[src/rtl/pipe_hold_ctrl_pkg.sv]
// Shared encodings and control bundle for the pipeline hold/flush sequencer.
// FSM codes, bank indices and redirect select values live here.
package pipe_hold_ctrl_pkg;

  localparam logic [1:0] ST_BOOT  = 2'd0;
  localparam logic [1:0] ST_RUN   = 2'd1;
  localparam logic [1:0] ST_DRAIN = 2'd2;
  localparam logic [1:0] ST_REDIR = 2'd3;

  localparam int IFID  = 0;
  localparam int IDEX  = 1;
  localparam int EXMEM = 2;
  localparam int MEMWB = 3;

  localparam logic REDIR_BR   = 1'b0;
  localparam logic REDIR_TRAP = 1'b1;

  typedef struct packed {
    logic       pc_lden;
    logic       redir;
    logic       sel;
    logic       ack;
    logic [3:0] lden;
    logic [3:0] flush;
  } ctl_t;

  function automatic ctl_t mk_ctl(
    input logic       pc_lden,
    input logic       redir,
    input logic       sel,
    input logic       ack,
    input logic [3:0] lden,
    input logic [3:0] flush
  );
    ctl_t c;
    c.pc_lden = pc_lden;
    c.redir   = redir;
    c.sel     = sel;
    c.ack     = ack;
    c.lden    = lden;
    c.flush   = flush;
    return c;
  endfunction

endpackage

[src/rtl/pipe_hold_ctrl_stall_mon.sv]
// Consecutive-stall counter with saturation and registered hang flag.
// Counter clears on any PC advance or while the sequencer is booting.
module pipe_stall_mon
  import pipe_hold_ctrl_pkg::*;
#(
  parameter int CW         = 8,
  parameter int HANG_LIMIT = 200
) (
  input  logic          clk,
  input  logic          rstn,
  input  logic          i_clr,
  input  logic          i_stall,
  output logic [CW-1:0] o_cnt,
  output logic          o_hang
);

  localparam logic [CW-1:0] CNT_MAX = '1;
  localparam logic [CW-1:0] LIMIT   = CW'(HANG_LIMIT);

  logic [CW-1:0] r_cnt;
  logic          r_hang;
  logic [CW-1:0] w_cnt_nxt;

  always_comb begin
    w_cnt_nxt = r_cnt;
    if (i_clr)
      w_cnt_nxt = '0;
    else if (i_stall && (r_cnt != CNT_MAX))
      w_cnt_nxt = r_cnt + 1'b1;
  end

  always_ff @(posedge clk or negedge rstn) begin
    if (!rstn) begin
      r_cnt  <= '0;
      r_hang <= 1'b0;
    end else begin
      r_cnt  <= w_cnt_nxt;
      r_hang <= (w_cnt_nxt >= LIMIT);
    end
  end

  assign o_cnt  = r_cnt;
  assign o_hang = r_hang;

endmodule

[src/rtl/pipe_hold_ctrl.sv]
// Central stall/flush sequencer: PC and pipeline-bank load/bubble controls
// for load-use, multi-cycle EX, memory wait, branch redirect and trap entry.
module pipe_hold_ctrl
  import pipe_hold_ctrl_pkg::*;
#(
  parameter int CW         = 8,
  parameter int HANG_LIMIT = 200
) (
  input  logic          clk,
  input  logic          rstn,
  input  logic          ld_use_hzd_i,
  input  logic          ex_busy_i,
  input  logic          mem_wait_i,
  input  logic          br_flush_i,
  input  logic          trap_req_i,
  output logic          pc_lden_o,
  output logic          redir_o,
  output logic          redir_sel_o,
  output logic [3:0]    stg_lden_o,
  output logic [3:0]    stg_flush_o,
  output logic          trap_ack_o,
  output logic [CW-1:0] stall_cnt_o,
  output logic          hang_o
);

  logic [1:0] r_state;
  logic [1:0] w_state_nxt;
  ctl_t       w_ctl;

  logic w_sel_mw;
  logic w_sel_eb;
  logic w_sel_br;
  logic w_sel_lu;
  logic w_sel_none;
  logic w_mon_clr;
  logic w_mon_stall;

  // RUN priority flattened into one-hot selects
  assign w_sel_mw   = mem_wait_i;
  assign w_sel_eb   = ex_busy_i & ~mem_wait_i;
  assign w_sel_br   = br_flush_i & ~ex_busy_i
                    & ~mem_wait_i;
  assign w_sel_lu   = ld_use_hzd_i & ~br_flush_i
                    & ~ex_busy_i & ~mem_wait_i;
  assign w_sel_none = ~(mem_wait_i | ex_busy_i
                    | br_flush_i | ld_use_hzd_i);

  always_comb begin
    w_ctl = mk_ctl(1'b0, 1'b0, REDIR_BR, 1'b0,
                   4'b1111, 4'b1111);
    unique case (r_state)
      ST_BOOT: begin
        w_ctl = mk_ctl(1'b0, 1'b0, REDIR_BR, 1'b0,
                       4'b1111, 4'b1111);
      end
      ST_RUN: begin
        unique case (1'b1)
          w_sel_mw:
            w_ctl = mk_ctl(1'b0, 1'b0, REDIR_BR, 1'b0,
                           4'b1000, 4'b1000);
          w_sel_eb:
            w_ctl = mk_ctl(1'b0, 1'b0, REDIR_BR, 1'b0,
                           4'b1100, 4'b0100);
          w_sel_br:
            w_ctl = mk_ctl(1'b1, 1'b1, REDIR_BR, 1'b0,
                           4'b1111, 4'b0011);
          w_sel_lu:
            w_ctl = mk_ctl(1'b0, 1'b0, REDIR_BR, 1'b0,
                           4'b1110, 4'b0010);
          w_sel_none:
            w_ctl = mk_ctl(1'b1, 1'b0, REDIR_BR, 1'b0,
                           4'b1111, 4'b0000);
          default: ;
        endcase
      end
      ST_DRAIN: begin
        w_ctl = mk_ctl(1'b0, 1'b0, REDIR_BR, 1'b0,
                       4'b1111, 4'b0111);
        w_ctl.flush[MEMWB] = mem_wait_i;
      end
      ST_REDIR: begin
        w_ctl = mk_ctl(1'b1, 1'b1, REDIR_TRAP, 1'b1,
                       4'b1111, 4'b0001);
      end
      default: ;
    endcase
  end

  always_comb begin
    w_state_nxt = r_state;
    unique case (r_state)
      ST_BOOT:  w_state_nxt = ST_RUN;
      ST_RUN:   w_state_nxt = trap_req_i ? ST_DRAIN
                                         : ST_RUN;
      ST_DRAIN: w_state_nxt = mem_wait_i ? ST_DRAIN
                                         : ST_REDIR;
      ST_REDIR: w_state_nxt = ST_RUN;
      default:  w_state_nxt = ST_BOOT;
    endcase
  end

  always_ff @(posedge clk or negedge rstn) begin
    if (!rstn)
      r_state <= ST_BOOT;
    else
      r_state <= w_state_nxt;
  end

  assign w_mon_clr   = (r_state == ST_BOOT)
                     | w_ctl.pc_lden;
  assign w_mon_stall = ~w_ctl.pc_lden;

  pipe_stall_mon #(
    .CW         (CW),
    .HANG_LIMIT (HANG_LIMIT)
  ) u_mon (
    .clk     (clk),
    .rstn    (rstn),
    .i_clr   (w_mon_clr),
    .i_stall (w_mon_stall),
    .o_cnt   (stall_cnt_o),
    .o_hang  (hang_o)
  );

  assign pc_lden_o   = w_ctl.pc_lden;
  assign redir_o     = w_ctl.redir;
  assign redir_sel_o = w_ctl.sel;
  assign trap_ack_o  = w_ctl.ack;
  assign stg_lden_o  = w_ctl.lden;
  assign stg_flush_o = w_ctl.flush;

endmodule
[config.mk]
export PLATFORM = sky130hd
export DESIGN_NAME = pipe_hold_ctrl
export DESIGN_NICKNAME = d
export VERILOG_FILES = /design/src/rtl/pipe_hold_ctrl_pkg.sv /design/src/rtl/pipe_hold_ctrl_stall_mon.sv /design/src/rtl/pipe_hold_ctrl.sv
export SDC_FILE = /design/constraint.sdc
export NUM_CORES = 1
export LEC_CHECK = 0
export CAP_MARGIN = 20
export CORE_MARGIN = 5
export CORE_UTILIZATION = 50
export CTS_BUF_LIST = sky130_fd_sc_hd__clkbuf_8
export CTS_CLUSTER_DIAMETER = 40
export CTS_CLUSTER_SIZE = 28
export DETAILED_ROUTE_END_ITERATION = 10
export PLACE_DENSITY_LB_ADDON = 0.05
export REMOVE_ABC_BUFFERS = 1
export SYNTH_ARGS = -nofsm -noshare
export SYNTH_HDL_FRONTEND = slang
export SYNTH_SLANG_ARGS = --single-unit
[constraint.sdc]
create_clock -name clk -period 7.22 [get_ports clk]
set_clock_uncertainty 0.2 [all_clocks]
set_input_delay 1.444 -clock clk [delete_from_list [all_inputs] [get_ports clk]]
set_output_delay 1.444 -clock clk [all_outputs]
set_load 0.005 [all_outputs]
# After elaboration in Yosys (flattened, before gate mapping)

Cells that the tools add are included.

Register bits after elaboration: 11
Input port bits: 7
Word-level logic and storage cells: 34
Output and inout bits: 21

Equality and inequality tests: 4
Muxes and demuxes: 7
$add $sub $neg: 1
Bitwise logic cells: 15
Reductions and logical operators: 3
Magnitude comparators: 1

Operator list:

| operator              | count |
|---|---|
| $pmux W12 S5          | 1 |
| $pmux W12 S4          | 1 |
| $mux W8               | 2 |
| $add A8 B1 Y8 const B | 1 |
| $ge A8 B8 Y1 const B  | 1 |
| $ne A8 B8 Y1 const B  | 1 |
| $and A1 B1 Y1         | 6 |
| $pmux W2 S3           | 1 |
| $not A1 Y1            | 5 |
| $eq A2 B2 Y1 const B  | 2 |
| $or A1 B1 Y1          | 4 |
| $eq A2 B1 Y1 const B  | 1 |
| $logic_not A2 Y1      | 1 |
| $mux W2               | 1 |
| $reduce_or A2 Y1      | 1 |
| $logic_and A1 B1 Y1   | 1 |
| $mux W1               | 1 |

# Logic depth before layout (Yosys ltp)

Depth in word-level cells: 11
Depth in mapped cells: 7
Gate-level depth less buffers: 7

# By module

From an unflattened synthesis, not the netlist that was laid out.

Cell total of the unflattened synthesis: 88
Area total of the unflattened synthesis: 817.0 µm²

By module, submodules not included:

| module         | sequential area each (µm²) | instances | area an instance (µm²) | cells an instance |
|---|---|---|---|---|
| pipe_stall_mon | 225.2                      | 1         | 509.2                  | 49 |
| pipe_hold_ctrl | 50.0                       | 1         | 307.8                  | 39 |

# Worst setup path before layout

OpenSTA, ideal clock, no wires.

Path type: input-to-output
Start: input ex_busy_i
End: output stg_lden_o[0]
Path buffers: 1
Slack: 3.063 ns
Required time: 5.576 ns
Stages on the path: 4
Arrival time: 2.513 ns
Cells stage by stage: or3b_4 -> o21ai_0 -> clkbuf_1 -> or2_1

Word-level cells in the longest chain between the ends: 6
Elaborated cells on any way between the ends: 12
Those cells by class: 2 x mux; 10 x bitwise

RTL lines:

| element                    | line                 | text |
|---|---|---|
| from (decl)                | pipe_hold_ctrl.sv:12 | `input logic ex_busy_i,` |
| $or A1 B1 Y1               | pipe_hold_ctrl.sv:45 | `assign w_sel_none = ~(mem_wait_i \| ex_busy_i` |
| $or A1 B1 Y1 (2 in series) | pipe_hold_ctrl.sv:46 | `\| br_flush_i \| ld_use_hzd_i);` |
| $not A1 Y1                 | pipe_hold_ctrl.sv:45 |  |
| $pmux W12 S5 *             | pipe_hold_ctrl.sv:57 | `unique case (1'b1)` |
| $pmux W12 S4 *             | pipe_hold_ctrl.sv:51 | `unique case (r_state)` |
| to (decl)                  | pipe_hold_ctrl.sv:19 | `output logic [3:0] stg_lden_o,` |

Every way passes the cells marked *; elsewhere a longest branch is shown, timed or not.

# Worst setup path after layout

Start: input mem_wait_i
End: output stg_lden_o[0]

Word-level cells in the longest chain between the ends: 6
Elaborated cells on any way between the ends: 10
Those cells by class: 2 x mux; 8 x bitwise

RTL lines:

| element                    | line                 | text |
|---|---|---|
| from (decl)                | pipe_hold_ctrl.sv:13 | `input logic mem_wait_i,` |
| $or A1 B1 Y1               | pipe_hold_ctrl.sv:45 |  |
| $or A1 B1 Y1 (2 in series) | pipe_hold_ctrl.sv:46 |  |
| $not A1 Y1                 | pipe_hold_ctrl.sv:45 |  |
| $pmux W12 S5 *             | pipe_hold_ctrl.sv:57 |  |
| $pmux W12 S4 *             | pipe_hold_ctrl.sv:51 |  |

Marks and branches as above.

==> flow_metrics.tcl <==
set metrics [dict create \
    holdBufCountCts 0 \
    cts_tree "built" \
    min_path_type "flop to flop" \
    synth_edf_count 0 \
    tightest_slew_ps 513 \
    min_period_over_period 0.694 \
    fin_nets 135 \
    nFillCells 122 \
    path_class "input pin to output port" \
    yosys_warnings 0 \
    route.detailed.drc 0 \
    synthArstFlopShare 1.00 \
    area_delta_synth_final_pct 36.7 \
    drive_above_1_share 0.0902 \
    max_slew_margin 0.655 \
    viasPerCell 5.61 \
    wl_per_cell_um 13.6 \
    worstSetupEndpointType "output port" \
    grt_pass1_wl_um 3090 \
    synthesis.area_sq_um 821 \
    synth_top_area_cell "dfrtp_1" \
    gr-total-overflow 0 \
    power_density_nw_per_um2 345 \
    cap_violations 0 \
    ant_nets 0 \
    clockRootBuffer "clkbuf_8" \
    core_area_sq_um 1520 \
    num_rows 14 \
    die_y_um 50.5 \
    p_leak_nw 0.455 \
    grtUsageTotal 0.156 \
    start_util 0.539 \
    ir_drop_mv 0.221 \
    synth_cells 96 \
    gp_congestion 0.803 \
    netlist_top_cells_area "dfrtp_1 34%, ha_1 7.6%, nor2_1 6.9%, xnor2_1 4.3%, o21ai_0 3.7%" \
    cts_setup_buffers 0 \
    io_pins 28 \
    min_period_ps 5010 \
    clock-sinks 11 \
    ys.flop_type "dfrtp_1" \
    wl_um 1880 \
    ys_types 34 \
    cp_max_fo 11 \
    max_freq_mhz 200 \
    grt_max_degree 12 \
    antenna_found_initial 0 \
    required_ps 5580 \
    dr_total_vias 774 \
    synth_top_area_frac 0.335 \
    cts_resized 0 \
    ys_seq_elements 11 \
    cts_max_level 1 \
    io_buffers 26 \
    fin_area_sq_um 1120 \
    yosysSeqAreaShare 0.335 \
    hold_viol 0 \
    grt_pass1_vias 672 \
    finalHoldWorstSlack_ps 407 \
    clkTransAtPathRegs_ps 40 \
    fin_setup_tns_ps 0 \
    drv_slew 0 \
    rsz0062_at_grt "no" \
    final_cell_mix "26 x clkdlybuf4s50_1, 15 x nor2_1, 11 x dfrtp_1" \
    cp-start-kind "input pin" \
    insertion_delay_ps 240 \
    final_common_cell "clkdlybuf4s50_1" \
    outcome "finished, final reports clean" \
    syn_area_per_cell_sq_um 8.55 \
    dp_hpwl_um 1490 \
    setup_viol 0 \
    cts_buffer_depth 2 \
    chipWidth_um 50.5 \
    dieArea_sq_um 2550 \
    crit_arrival_ps 3360 \
    cts_made_buffers 3 \
    placed_area_sq_um 1080 \
    drt_iter0_drc 22 \
    first_pass_iters 4 \
    n_antenna_cell 0 \
]
==> where the power goes <==
group	switching (mW)	internal, mW
clock network	0.0221	0.0372
logic	0.105	0.132
registers	0.0164	0.0746
total	0.143	0.244
==> synth_stat cells, types with 2 or more instances <==
master	number
nand3_1	3
nor2b_1	2
nand4_1	3
nand2_1	8
nor2_1	15
dfrtp_1	11
buf_4	3
ha_1	5
xnor2_1	4
inv_1	5
nor3_1	4
a21oi_1	4
o21ai_0	6
nor4_1	3
==> final timing paths <==
path | from | endpoint | slack [ps] | cells past startpoint
setup / recovery | mem_wait_i | stg_lden_o[0] | 2210 | 6
hold / removal | u_mon.o_cnt[0] | u_mon.o_cnt[0] | 410 | 2
setup reg to reg | r_state[1] | u_mon.o_hang | 4770 | 7
hold reg to reg | u_mon.o_cnt[0] | u_mon.o_cnt[0] | 410 | 2
max in group asynchronous | rstn | r_state[1] | 5140 | 1
min in group asynchronous | rstn | u_mon.o_hang | 1340 | 1
==> flip-flops by register name, indices dropped and copies added, names as in the netlist <==
signal / count
u_mon.o_cnt: 8
u_mon.o_hang: 1
r_state: 2
==> logic make-up (layout without fill, tap and decap cells) <==
group,Yosys count,count (layout),synth area share
simple gates,47,47,0.291
compound gates,16,16,0.165
other cells,1,1,0.00457
mux,1,1,0.0137
flops,11,11,0.335
fa+ha+maj,5,5,0.0762
xor+xnor,5,5,0.0534
buf+inv,10,36,0.0610
==> metrics by stage <==
step | utilization | instances | power, mW | setup slack (ps)
floorplan | - | 91 | 0.202 | 2850
global placement | 0.707 | 134 | 0.326 | 2270
detailed placement | 0.707 | 134 | 0.331 | 2210
CTS | 0.736 | 138 | 0.392 | 2210
global route | 0.736 | 138 | 0.420 | 2120
finish | 0.736 | 138 | 0.387 | 2210
==> worst max-delay path: stages <==
cell and delay, ps:
clkdlybuf4s50_1 470, or3b_4 450, o21ai_0 170, buf_4 190, or2_1 120, clkdlybuf4s50_1 500
==> layout make-up <==
type	count	area, sq um	share of cell area
Multi-Input combinational cell	75	495	0.441
Sequential cell	11	275	0.245
Timing Repair Buffer	27	268	0.239
Clock buffer	3	41.3	0.0368
Tap cell	16	20.0	0.0178
Inverter	5	18.8	0.0167
Clock inverter	1	3.75	0.00334
==> per-layer routing <==
layer  routed length [um]  vias to the layer above  part of all wire  track usage
li1                     -                      384                 -            -
met3                  110                        2             0.058       0.0473
met1                  820                      362              0.44        0.198
met4                   21                        0             0.011       0.0511
met2                  929                       26              0.49        0.250
met5                    0                        -                 0            0
Power figures use the tool's default switching activity.
